===== config.mk =====
export PLATFORM = sky130hd
export DESIGN_NAME = carry_save_beat_accumulator
export DESIGN_NICKNAME = d
export VERILOG_FILES = /design/src/rtl/carry_save_beat_accumulator.sv
export SDC_FILE = /design/constraint.sdc
export NUM_CORES = 1
export LEC_CHECK = 0
export BUFFER_PORTS_ARGS = -buffer_cell sky130_fd_sc_hd__clkbuf_2
export CAP_MARGIN = 20
export CORE_MARGIN = 2
export CORE_UTILIZATION = 52
export CTS_CLUSTER_SIZE = 28
export DETAILED_ROUTE_END_ITERATION = 8
export PLACE_DENSITY = 0.78
export SLEW_MARGIN = 20
export SYNTH_ARGS = -nofsm -noshare
export SYNTH_HDL_FRONTEND = slang
export SYNTH_SLANG_ARGS = --single-unit

===== constraint.sdc =====
create_clock -name clk -period 2.2 [get_ports clk]
set_input_delay 0.33 -clock clk [delete_from_list [all_inputs] [get_ports clk]]
set_output_delay 0.33 -clock clk [all_outputs]
set_load 0.01 [all_outputs]

===== src/rtl/carry_save_beat_accumulator.sv =====
// Purpose: sums weighted adder beats {cout_2, cout_1, sum} into one frame total, with a sticky overflow flag.
// Latency: out_valid rises the cycle after the frame's final beat is accepted.
// Backpressure: in_ready drops while a result waits; it holds until out_ready, with one bubble between frames.
module carry_save_beat_accumulator #(
    parameter int BEATS = 8,
    parameter int ACC_W = 10,
    parameter int CNT_W = 8
) (
    input  logic             clk,
    input  logic             rst,
    input  logic             in_valid,
    output logic             in_ready,
    input  logic [3:0]       sum_in,
    input  logic             cout_1_in,
    input  logic             cout_2_in,
    input  logic             in_last,
    output logic             out_valid,
    input  logic             out_ready,
    output logic [ACC_W-1:0] out_acc,
    output logic [CNT_W-1:0] out_beats,
    output logic             out_ovf
);

    typedef enum logic [1:0] {
        ST_IDLE  = 2'd0,
        ST_ACCUM = 2'd1,
        ST_HOLD  = 2'd2
    } state_t;

    state_t           r_state;
    state_t           w_state_nxt;
    logic [ACC_W-1:0] r_acc;
    logic [CNT_W-1:0] r_cnt;
    logic             r_ovf;

    logic [5:0]       w_partial6;
    logic [ACC_W-1:0] w_partial;
    logic [ACC_W:0]   w_acc_sum;
    logic [CNT_W-1:0] w_cnt_inc;
    logic             w_accept;
    logic             w_in_rdy;

    // The carry weights 16 and 32 line up exactly with bit positions 4 and 5.
    assign w_partial6 = {cout_2_in, cout_1_in, sum_in};
    assign w_partial  = ACC_W'(w_partial6);
    // One extra bit so the carry out of the accumulator feeds the sticky overflow flag.
    assign w_acc_sum  = {1'b0, r_acc} + {1'b0, w_partial};
    assign w_cnt_inc  = r_cnt + CNT_W'(1);
    assign w_accept   = in_valid && w_in_rdy;

    // State register
    always_ff @(posedge clk) begin
        if (rst) begin
            r_state <= ST_IDLE;
        end else begin
            r_state <= w_state_nxt;
        end
    end

    // Next-state logic: a frame closes on in_last or when the beat limit is reached
    always_comb begin
        w_state_nxt = r_state;
        case (r_state)
            ST_IDLE: begin
                if (w_accept) begin
                    w_state_nxt = (in_last || (BEATS == 1)) ? ST_HOLD : ST_ACCUM;
                end
            end
            ST_ACCUM: begin
                if (w_accept) begin
                    w_state_nxt = (in_last || (w_cnt_inc == CNT_W'(BEATS))) ? ST_HOLD : ST_ACCUM;
                end
            end
            ST_HOLD: begin
                if (out_ready) begin
                    w_state_nxt = ST_IDLE;
                end
            end
            default: w_state_nxt = ST_IDLE;
        endcase
    end

    // Output decode: depends only on registered state, plus reset forcing in_ready low
    always_comb begin
        w_in_rdy  = !rst && (r_state != ST_HOLD);
        out_valid = (r_state == ST_HOLD);
    end

    assign in_ready  = w_in_rdy;
    assign out_acc   = r_acc;
    assign out_beats = r_cnt;
    assign out_ovf   = r_ovf;

    // Datapath: the first beat of a frame overwrites the previous frame's results
    always_ff @(posedge clk) begin
        if (rst) begin
            r_acc <= '0;
            r_cnt <= '0;
            r_ovf <= 1'b0;
        end else if (w_accept) begin
            if (r_state == ST_IDLE) begin
                r_acc <= w_partial;
                r_cnt <= CNT_W'(1);
                r_ovf <= 1'b0;
            end else begin
                r_acc <= w_acc_sum[ACC_W-1:0];
                r_cnt <= w_cnt_inc;
                r_ovf <= r_ovf | w_acc_sum[ACC_W];
            end
        end
    end

endmodule

* Word-level counts from Yosys, hierarchy flattened *
Index checks and enable logic that the tools add are counted.

storage, ports and cells
  flip-flop bits (word level) = 21
  input port bits = 11
  output and inout bits = 21
  word-level logic and storage cells = 29

cells by class
  add/subtract/negate cells = 2
  equality and inequality tests = 7
  mux-type cells = 9
  bitwise gates (word level) = 1
  reductions and logical operators = 6

operators with widths
  operator             number
  $add 10x6->11        1
  $mux 10              1
  $mux 2               5
  $add 8x1->8 const B  1
  $eq 8x4->1 const B   1
  $mux 8               1
  $ne 2x2->1 const B   3
  $pmux 2 s3           1
  $reduce_and 3->1     1
  $eq 2x1->1 const B   1
  $eq 2x2->1 const B   1
  $logic_and 1x1->1    2
  $logic_not 2->1      1
  $ne 2x1->1 const B   1
  $logic_not 1->1      1
  $logic_or 1x1->1     1
  $mux 1               1
  $or 1x1->1           1

* Logic depth before layout (Yosys ltp) *
Gate-level depths: netlist of the first run.

  depth after elaboration = 6
  depth in mapped cells = 8
  gate-level depth less buffers = 8

* Worst setup path before layout of the first run *
Ideal clock, no wire load.

  kind = register -> register
  start point = register r_acc[0] (netlist: out_acc[0])
  end point = register r_acc[6] (netlist: out_acc[6])
  setup time = 0.116 ns
  data arrival time = 1.709 ns
  required time = 2.084 ns
  path slack = 0.375 ns
  cell stages (with the launch flop) = 9
  buffers on the path = 0
  period minus slack after synthesis = 1.825 ns
  cell sequence = dfxtp_1 > ha_1 > inv_1 > fa_1 > nor2b_1 > o31ai_1 > a211oi_1 > xnor2_1 > nor2_1

between the ends
  cells in the longest elaborated chain, start to end = 2

ends and longest elaborated chain
  item                    RTL line  text
  start, declared         32        logic [ACC_W-1:0] r_acc;
  start signal, assigned  102       r_acc <= w_partial;
  start signal, assigned  106       r_acc <= w_acc_sum[ACC_W-1:0];
  $add 10x6->11           47        assign w_acc_sum = {1'b0, r_acc} + {1'b0, w_partial};
  $mux 10                 101       if (r_state == ST_IDLE) begin

No other way between the ends.
A chain may end at the register's enable or synchronous reset.

* Worst setup path after layout of the first run *
Same ends and word-level chain as after synthesis.

==> results of run 1 <==
-- flip-flops by register name (all words and copies together), names as in the netlist --
signal,count
out_acc,10
out_beats,8
r_state,2
out_ovf,1
-- logic make-up (layout without fill, tap and decap cells) --
kind of cell             count (synthesis)  in the layout  synth area share, %
flip-flops                              21             21                 32.2
adder cells (fa/ha/maj)                  8              8                 8.23
AND/OR/NAND/NOR                         71             71                 27.4
buffers and inverters                   12             45                 3.73
multiplexers                             1              1                0.766
XOR/XNOR                                 5              5                 3.35
AO/OA/AOI/OAI                           51             51                 24.4
-- cell type report --
cell class	instances	share of cell area [%]
clock inverter	1	0.327
tap	30	2.45
timing repair buffer	35	12.1
sequential	21	27.5
inverter	6	1.47
clock buffer	3	1.47
multi-input combinational	136	54.7
-- how the worst min path moves through the flow --
stage                    startpoint                 endpoint  depth (start not counted)
2_1_floorplan                   rst  out_acc[0]$_SDFFE_PP0P_                          1
3_3_place_gp   out_ovf$_SDFFE_PP0P_     out_ovf$_SDFFE_PP0P_                          2
3_5_place_dp   out_ovf$_SDFFE_PP0P_     out_ovf$_SDFFE_PP0P_                          2
4_1_cts                   cout_2_in  out_acc[5]$_SDFFE_PP0P_                          3
5_1_grt                   cout_2_in  out_acc[5]$_SDFFE_PP0P_                          3
6_report                  cout_2_in  out_acc[5]$_SDFFE_PP0P_                          3
-- synthesized netlist by cell type (3+ instances only) --
| library cell | number |
|---|---|
| o21ai_0 | 11 |
| nor3b_1 | 3 |
| xnor2_1 | 3 |
| a21oi_1 | 15 |
| nand3_1 | 6 |
| nor2_1 | 22 |
| o31ai_1 | 4 |
| and3_1 | 3 |
| nand2_1 | 14 |
| nor3_1 | 9 |
| dfxtp_1 | 21 |
| inv_1 | 5 |
| a31oi_1 | 3 |
| ha_1 | 7 |
| buf_2 | 3 |
| a211oi_1 | 7 |
-- per-stage QoR --
stage	std cells	power (uW)	setup WS, ps	hold slack [ps]	util, %
global placement	228	598	256	436	61.8
finish	232	794	223	252	63.0
global route	232	833	44.0	273	63.0
floorplan	169	543	375	402	-
detailed placement	228	605	159	446	61.8
CTS	232	794	211	249	63.0
-- worst reg2reg max path, stage by stage, from the launching register on --
cell and delay [ps]:
dfxtp_1 380, ha_1 210, inv_1 60, fa_1 370
nor2b_1 200, o31ai_1 150, a211oi_1 300, xnor2_1 160
nor2_1 50
-- layer usage --
metal / vias to the layer above / global-route usage, % / share of wire [%]
met3: 6 / 2.78 / 4.1
met5: - / 0 / 0
met1: 637 / 26.8 / 42
met4: 0 / 8.33 / 0.90
met2: 36 / 44.4 / 53
li1: 689 / - / -
-- report_power, final --
group | switching (uW) | internal, uW | leakage [uW]
sequential | 15.1 | 395 | 0.000171
combinational | 110 | 76.5 | 0.000467
clock | 129 | 67.8 | 0.0000177
total | 254 | 539 | 0.000655
==> flow_summary.json, run 1 <==
{
  "finalMaxSlewViolations": 0,
  "floorplan.io_pins": 32,
  "crit-reg2reg-capture": "out_acc[6]$_SDFFE_PP0P_",
  "maxCapViolCount": 0,
  "finalWirelength_mm": 3.21,
  "max_slew.worst_pin.slew_ps": 610,
  "post_drt_via_cell_ratio": 5.90,
  "clk-insertion-delay-late_ps": 310,
  "max_freq_ghz": 0.506,
  "cts_made_buffers": 3,
  "crit_slowest_cell": "dfxtp_1",
  "synth_edf_count": 0,
  "critical-path-max-stage-delay_ps": 380,
  "number_of_antenna_violations_at_the_first_check_in_global_routing": 0,
  "hold_viol": 0,
  "rsz0062_at_grt": "false",
  "fin_crit_sh_pct": 89.9,
  "register_area_um2": 420,
  "area_growth_syn_to_layout_pct": 17.1,
  "crit_chain": "ha_1 -> inv_1 -> fa_1 -> nor2b_1 -> o31ai_1 -> a211oi_1 -> xnor2_1 -> nor2_1",
  "synth_top_cell_area_share_pct": 32.2,
  "initial_standard_cell_utilization_of_the_core_pct": 53.8,
  "worstPathArrival_ps": 2200,
  "firstDrtPassIters": 4,
  "grt_use_total_pct": 23.6,
  "final_period_minus_worst_setup_slack_ps": 1980,
  "synthCells": 169,
  "detail-route-antenna-nets": 0,
  "port_buffers": 31,
  "clock_sink_count": 21,
  "clock_skew_ps": 12.7,
  "worst-r2r-setup-slack_ps": 220,
  "largest_net_degree_at_the_start_of_global_routing": 15,
  "clk_root_buffer_cell": "clkbuf_4",
  "diodes_inserted": 0,
  "run_status": "complete, no violations",
  "synth.cell_area_mm2": 0.00131,
  "cts-htree-levels": 1,
  "end_kind": "register",
  "timing.hold.worst.class": "primary input to register",
  "drive_gt1_share_pct": 21.8,
  "design.die.area_mm2": 0.00293,
  "synth_area_leader_cell": "dfxtp_1",
  "via_count": 1368,
  "vias_in_the_first_global_route": 1230,
  "grt_pass1_wl_mm": 5.06,
  "routed_wire_length_per_instance_um": 13.8,
  "power.density_mw_per_mm2": 518,
  "layout.filler_cells": 224,
  "cts_tree": "done",
  "placement_rows": 18,
  "detail_route.iter0.violations": 18,
  "cp_top_family": "adder cells",
  "crit_fanout": 4,
  "setup_total_negative_slack_ps": 0,
  "r2r_start": "out_acc[0]$_SDFFE_PP0P_",
  "synth.distinct_cells": 42,
  "synth_fp_nets": 188,
  "last_element_of_the_critical_path": "out_acc[6]$_SDFFE_PP0P_",
  "worst-endpoint-required_ps": 2420,
  "power_leakage_uw": 0.000655,
  "setup.worst_path.start": "out_acc[0]$_SDFFE_PP0P_",
  "clkSlewWorstSetupHoldPaths_ps": 140,
  "synthTopCellsByArea": "dfxtp_1 (32%), ha_1 (6.7%), nor2_1 (6.3%)",
  "gp_routability_congestion": 0.917,
  "synth_seq_area_share_pct": 32.2,
  "worst_setup_path_start_kind": "register",
  "chipWidth_um": 54.1,
  "gr-total-overflow": 0,
  "ys_async_sr_fraction_pct": 0,
  "cts-resized-gates": 0,
  "hpwl_mm": 2.47,
  "post_cts_buffers": 0,
  "multi_input_comb_area_um2": 838,
  "clk_path_buf_depth": 2,
  "path_class": "register to register",
  "dpl-instance-area_mm2": 0.00150,
  "cts_hold_buf": 0,
  "final_common_cell": "clkbuf_2",
  "final-setup-viol-count": 0,
  "die_h_um": 54.1,
  "nets": 222,
  "synth-warning-count": 0,
  "ys_seq_elements": 21,
  "count_of_unresolved_drc_violations_after_routing": 0,
  "rr_worst_depth": 8,
  "cp.depth": 8,
  "layout_common_cells": "clkbuf_2 (31), nor2_1 (22), dfxtp_1 (21), a21oi_1 (15), nand2_1 (14)",
  "stdcell_area_mm2": 0.00153,
  "coreArea_mm2": 0.00243,
  "ir_drop_mv": 0.303,
  "timing.slew.headroom_pct": 59.2,
  "syn_avg_cell_area_um2": 7.74,
  "ys.flop_type": "dfxtp_1",
  "cp.buffers_inverters": 1
}
No activity file was read; power rests on OpenSTA's default activity.
==> inputs of run 2 (changes only) <==
--- a/config.mk
+++ b/config.mk
@@ -5,13 +5,14 @@
 export SDC_FILE = /design/constraint.sdc
 export NUM_CORES = 1
 export LEC_CHECK = 0
+export ABC_AREA = 1
 export BUFFER_PORTS_ARGS = -buffer_cell sky130_fd_sc_hd__clkbuf_2
 export CAP_MARGIN = 20
 export CORE_MARGIN = 2
-export CORE_UTILIZATION = 52
+export CORE_UTILIZATION = 53
 export CTS_CLUSTER_SIZE = 28
 export DETAILED_ROUTE_END_ITERATION = 8
-export PLACE_DENSITY = 0.78
+export PLACE_DENSITY = 0.79
 export SLEW_MARGIN = 20
 export SYNTH_ARGS = -nofsm -noshare
 export SYNTH_HDL_FRONTEND = slang
==> flow_summary.json, run 2 <==
{
  "worst-endpoint-required_ps": 2440,
  "synth.cell_area_mm2": 0.00134,
  "portion_of_total_power_attributed_to_combinational_logic_pct": 20.9,
  "hpwl_mm": 2.08,
  "cp_top_family": "adder cells",
  "count_of_unresolved_drc_violations_after_routing": 0,
  "synthTopCellsByArea": "dfxtp_1 (31%), nand2_1 (14%), a21oi_1 (7.1%)",
  "chipWidth_um": 54.2,
  "nets": 245,
  "worst-r2r-setup-slack_ps": 410,
  "p_seq_share_pct": 54.0,
  "rr_worst_depth": 12,
  "vias_in_the_first_global_route": 1101,
  "clock_sink_count": 21,
  "port_buffers": 31,
  "synth-warning-count": 0,
  "rsz0062_at_grt": "false",
  "gr-total-overflow": 0,
  "swShare_pct": 30.4,
  "max_freq_ghz": 0.559,
  "design.die.area_mm2": 0.00294,
  "crit_slowest_cell": "fa_1",
  "internal-power_uw": 526,
  "post_drt_via_cell_ratio": 5.15,
  "syn_avg_cell_area_um2": 6.93,
  "finalWirelength_mm": 2.75,
  "cts-resized-gates": 0,
  "layout_common_cells": "nand2_1 (51), clkbuf_2 (31), inv_1 (25), dfxtp_1 (21), a21oi_1 (19)",
  "synthMostInstantiatedCell": "nand2_1",
  "firstDrtPassIters": 4,
  "finalMaxSlewViolations": 0,
  "final-instance-count-excl-fill": 255,
  "detail-route-antenna-nets": 0,
  "worstPathArrival_ps": 2030,
  "synth.distinct_cells": 30,
  "setup.worst_path.start": "out_acc[0]$_SDFFE_PP0P_",
  "number_of_antenna_violations_at_the_first_check_in_global_routing": 0,
  "crit-reg2reg-capture": "out_acc[8]$_SDFFE_PP0P_",
  "detail_route.iter0.violations": 13,
  "worst_setup_path_start_kind": "register",
  "ys_async_sr_fraction_pct": 0,
  "grt_use_total_pct": 21.3,
  "synth_area_leader_cell": "dfxtp_1",
  "ir_drop_mv": 0.433,
  "via_count": 1313,
  "hp-start": "out_ready",
  "synthTopCellsByCount": "nand2_1 (51), inv_1 (25), dfxtp_1 (21)",
  "timing.slew.headroom_pct": 75.2,
  "final-setup-viol-count": 0,
  "grt_pass1_wl_mm": 4.60,
  "initial_standard_cell_utilization_of_the_core_pct": 55.0,
  "path_class": "register to register",
  "floorplan.io_pins": 32,
  "coreArea_mm2": 0.00243,
  "largest_register_ffs": 10,
  "clk_pwr_share_pct": 25.1,
  "cts-htree-levels": 1,
  "worst_hold_slack_ps": 257,
  "synth_top_cell_area_share_pct": 31.4,
  "end_kind": "register",
  "cts_made_buffers": 3,
  "placement_rows": 18,
  "critical-path-max-stage-delay_ps": 390,
  "net_sw_power_uw": 230,
  "ys.flop_type": "dfxtp_1",
  "synth_fp_nets": 212,
  "clkSlewWorstSetupHoldPaths_ps": 120,
  "synthCells": 193,
  "post_placement_cell_count": 251,
  "routed_wire_length_per_instance_um": 10.8,
  "clk-insertion-delay-late_ps": 310,
  "largest_net_degree_at_the_start_of_global_routing": 19,
  "last_element_of_the_critical_path": "out_acc[8]$_SDFFE_PP0P_",
  "clk_root_buffer_cell": "clkbuf_4",
  "power_leakage_uw": 0.000706,
  "post_cts_buffers": 0,
  "cpMostUsedCell": "nand2_1",
  "hold_viol": 0,
  "synth_edf_count": 0,
  "cts_hold_buf": 0,
  "setup_total_negative_slack_ps": 0,
  "gp_routability_congestion": 0.843,
  "drive_gt1_share_pct": 20.4,
  "max_slew.worst_pin.slew_ps": 372,
  "crit_chain": "ha_1 -> inv_1 -> fa_1 -> inv_1 -> nand3_1 -> nand2_1 -> nand2_1 -> nand2_1 -> nand2_1 -> nand2_1 -> nand3_1 -> a21oi_1",
  "cts_tree": "done",
  "area_growth_syn_to_layout_pct": 14.9,
  "timing.hold.worst.class": "primary input to register",
  "clock_skew_ps": 13.4,
  "crit_fanout": 5,
  "r2r_start": "out_acc[0]$_SDFFE_PP0P_",
  "ys_seq_elements": 21,
  "final_common_cell": "nand2_1",
  "synth_seq_area_share_pct": 31.4,
  "run_status": "complete, no violations",
  "die_h_um": 54.2,
  "cp.buffers_inverters": 2,
  "final_period_minus_worst_setup_slack_ps": 1790,
  "power.density_mw_per_mm2": 492,
  "fin_crit_sh_pct": 81.3,
  "cp.depth": 12,
  "clk_path_buf_depth": 2,
  "maxCapViolCount": 0,
  "diodes_inserted": 0
}
-- run 2: changes by cell type in the layout (fill, tap and decap cells not counted), sizes merged, moves of 5 or more --
cell	change
o21ai	-5
a211oi	-7
nand2	+38
inv	+21
nor3	-9
nand3	+13
a21oi	+5
-- run 2: how the worst min path moves through the flow --
stage	endpoint	slack, ps	depth (start not counted)
after floorplan	out_acc[4]$_SDFFE_PP0P_	490	2
after global placement	out_ovf$_SDFFE_PP0P_	470	2
after detailed placement	out_ovf$_SDFFE_PP0P_	470	2
after CTS	r_state[1]$_SDFFE_PP0P_	250	3
after global routing	r_state[1]$_SDFFE_PP0P_	260	3
final	r_state[1]$_SDFFE_PP0P_	260	3
-- run 2: cell type report --
class                      instances  area (um^2)
multi-input combinational        143          800
timing repair buffer              31          155
tap                               30         37.5
clock buffer                       4         26.3
sequential                        21          420
fill                             230          896
inverter                          26         97.6
-- run 2: kinds of logic (layout without fill, tap and decap cells) --
kind of cell               count (synthesis)  count (layout)  share of synthesized area [%]
DFF                                       21              21                           31.4
xor gates and xnor gates                   5               5                           3.27
buffers and inverters                     29              61                           8.79
AOI/OAI and AO/OA                         34              34                           14.5
and+or+nand+nor                           96              96                           34.0
adders and majority gates                  8               8                           8.04
-- run 2: metal layers --
layer	up-vias	GRT usage, %	part of all wire (%)	wire length (um)
li1	695	-	-	-
met1	595	25.0	46	1270
met2	23	39.4	50	1370
met3	0	4.92	3.8	106
met4	0	3.75	0	0
met5	-	0	0	0
-- run 2: power by group through the flow --
stage | Combinational (uW) | Sequential (uW) | Clock, uW
after global routing | 181 | 410 | 213
after detailed placement | 158 | 417 | 0
after CTS | 159 | 408 | 200
final | 158 | 408 | 190
after global placement | 156 | 416 | 0
after floorplan | 110 | 420 | 0
-- run 2: per-stage QoR --
stage	util [%]	worst slack [ps]	instance area, um^2	total power (uW)
after floorplan	-	493	1340	529
after global placement	62.1	397	1510	572
after detailed placement	62.1	354	1510	575
after CTS	63.2	417	1540	767
after global routing	63.2	248	1540	803
final	63.2	412	1540	756
-- run 2: worst min-delay path: stages --
cell and delay [ps]:
clkbuf_2 70, or2_2 100, a21oi_2 40
==> inputs of run 3 (changes only) <==
--- a/config.mk
+++ b/config.mk
@@ -9,10 +9,10 @@
 export BUFFER_PORTS_ARGS = -buffer_cell sky130_fd_sc_hd__clkbuf_2
 export CAP_MARGIN = 20
 export CORE_MARGIN = 2
-export CORE_UTILIZATION = 53
+export CORE_UTILIZATION = 47
 export CTS_CLUSTER_SIZE = 28
 export DETAILED_ROUTE_END_ITERATION = 8
-export PLACE_DENSITY = 0.79
+export PLACE_DENSITY = 0.74
 export SLEW_MARGIN = 20
 export SYNTH_ARGS = -nofsm -noshare
 export SYNTH_HDL_FRONTEND = slang
==> constraint.sdc (replaced) <==
create_clock -name clk -period 1.4 [get_ports clk]
set_input_delay 0.21 -clock clk [delete_from_list [all_inputs] [get_ports clk]]
set_output_delay 0.21 -clock clk [all_outputs]
set_load 0.01 [all_outputs]
==> flow_summary.json, run 3 (synthesis gave the netlist of run 2 again) <==
{
  "fin_ws_ps": -224,
  "finalWirelength_mm": 3.32,
  "via_count": 1471,
  "final-instance-count-excl-fill": 279,
  "drive_gt1_share_pct": 43.1,
  "stdcell_area_mm2": 0.00189,
  "worst-r2r-setup-slack_ps": -220,
  "cts_tree": "done",
  "clk-insertion-delay-late_ps": 310,
  "multi_input_comb_area_um2": 958,
  "worstPathArrival_ps": 1830,
  "count_of_unresolved_drc_violations_after_routing": 0,
  "cts-htree-levels": 1,
  "timing.slew.headroom_pct": 73.1,
  "crit_slowest_cell": "dfxtp_4",
  "detail_route.iter0.violations": 64,
  "worst-endpoint-required_ps": 1600,
  "layout.filler_cells": 230,
  "hp-start": "out_ready",
  "diodes_inserted": 0,
  "cts_made_buffers": 3,
  "violations": "negative setup slack",
  "placement_rows": 19,
  "crit_chain": "ha_4 -> inv_2 -> fa_2 -> inv_2 -> nand3_2 -> nand2_2 -> nand2_1 -> nand2_1 -> nand2_1 -> nand2_2 -> nand3_2 -> nand2_1 -> nor2_1",
  "post_placement_cell_count": 269,
  "power.density_mw_per_mm2": 708,
  "fin_crit_sh_pct": 116,
  "port_buffers": 31,
  "crit_fanout": 5,
  "cp.buffers_inverters": 2,
  "nets": 268,
  "gp_routability_congestion": 0.863,
  "grt_use_total_pct": 20.4,
  "min_to": "r_state[1]$_SDFFE_PP0P_",
  "routed_wire_length_per_instance_um": 11.9,
  "chipWidth_um": 57.3,
  "firstDrtPassIters": 4,
  "maxCapViolCount": 0,
  "final-setup-viol-count": 9,
  "hold_depth": 3,
  "hpwl_mm": 2.30,
  "largest_net_degree_at_the_start_of_global_routing": 13,
  "timing.hold.worst.class": "primary input to register",
  "power_leakage_uw": 0.000844,
  "clkSlewWorstSetupHoldPaths_ps": 120,
  "crit-reg2reg-capture": "out_acc[6]$_SDFFE_PP0P_",
  "critical-path-max-stage-delay_ps": 370,
  "clock_skew_ps": 14.0,
  "hold_viol": 0,
  "r2r_start": "out_acc[0]$_SDFFE_PP0P_",
  "final_core_utilization_pct": 69.0,
  "worst_setup_path_start_kind": "register",
  "gr-total-overflow": 0,
  "coreArea_mm2": 0.00273,
  "cpMostUsedCell": "nand2_1",
  "number_of_antenna_violations_at_the_first_check_in_global_routing": 0,
  "die_h_um": 57.3,
  "vias_in_the_first_global_route": 1227,
  "cp_top_family": "simple AND/OR/NAND/NOR gates",
  "dpl-instance-area_mm2": 0.00168,
  "detail-route-antenna-nets": 0,
  "run_status": "complete, but fails checks",
  "floorplan.io_pins": 32,
  "ir_drop_mv": 0.578,
  "clk_root_buffer_cell": "clkbuf_4",
  "grt_pass1_wl_mm": 5.33,
  "area_growth_syn_to_layout_pct": 41.1,
  "max_freq_ghz": 0.616,
  "design.die.area_mm2": 0.00329,
  "clock_sink_count": 21,
  "end_kind": "register",
  "max_slew.worst_pin.slew_ps": 403,
  "rsz0062_at_grt": "true",
  "cts_hold_buf": 0,
  "post_drt_via_cell_ratio": 5.27,
  "final_period_minus_worst_setup_slack_ps": 1620,
  "clk_path_buf_depth": 2,
  "layout_common_cells": "nand2_1 (45), clkbuf_2 (31), inv_1 (23), buf_4 (22), a21oi_1 (15)",
  "register_area_um2": 432,
  "rr_worst_depth": 13,
  "initial_standard_cell_utilization_of_the_core_pct": 48.9,
  "final_common_cell": "nand2_1",
  "path_class": "register to register",
  "largest_register_ffs": 10,
  "setup_total_negative_slack_ps": -1120,
  "finalMaxSlewViolations": 0
}
run 3: changes by cell type in the layout (fill, tap and decap cells not counted), moves of 6 or more:
cell	delta
nand2_2	+6
dfxtp_2	+6
dfxtp_1	-7
nand3_2	+7
buf_4	+22
nand2_1	-6
nand3_1	-7
run 3: worst max-delay path by stage:
stage,start,end,slack (ps),depth (start not counted)
2_1_floorplan,out_acc[0]$_SDFFE_PP0P_,out_acc[6]$_SDFFE_PP0P_,-140,13
6_report,out_acc[0]$_SDFFE_PP0P_,out_acc[6]$_SDFFE_PP0P_,-220,13
4_1_cts,out_acc[0]$_SDFFE_PP0P_,out_acc[6]$_SDFFE_PP0P_,-200,13
3_5_place_dp,sum_in[0],out_acc[6]$_SDFFE_PP0P_,-200,14
3_3_place_gp,sum_in[0],out_acc[6]$_SDFFE_PP0P_,-170,14
5_1_grt,out_acc[0]$_SDFFE_PP0P_,out_acc[6]$_SDFFE_PP0P_,-340,13
run 3: what timing repair did:
action,CTS,global route
setup endpoints to repair,7,15
resized for setup,4,32
gates cloned,0,0
endpoints found under the hold margin,0,0
buffers inserted,1,5
pin swaps,4,20
run 3: layout make-up:
type	count	area share (%)
flip-flops and latches	21	22.9
multi-input cells	143	50.8
repair buffers	54	17.6
well taps	31	2.06
clock buffers	4	1.39
inverters	26	5.31
run 3: metal layers:
metal | GRT usage (%) | routed length (um) | up-vias
met2 | 35.4 | 1690 | 31
li1 | - | - | 746
met3 | 2.95 | 104 | 6
met4 | 6.31 | 40 | 0
met1 | 26.1 | 1480 | 688
met5 | 0 | 0 | -
run 3: stage by stage:
step	setup slack, ps	hold WS (ps)	total power (uW)
after floorplan	-140	361	844
after global placement	-166	464	964
after detailed placement	-201	468	967
after CTS	-200	152	1270
after global routing	-344	145	1420
final	-224	145	1340
run 3: where the power goes:
| group | leakage [uW] | switching (uW) | total, uW | internal (uW) |
|---|---|---|---|---|
| Clock | 0.0000150 | 185 | 296 | 111 |
| Sequential | 0.000174 | 19.0 | 638 | 619 |
| Combinational | 0.000655 | 211 | 401 | 190 |
| Total | 0.000844 | 415 | 1340 | 921 |
run 3: worst min-delay path, cell delays in order:
cell      delay (ps)
clkbuf_2          70
or2_2            100
a21oi_2           40
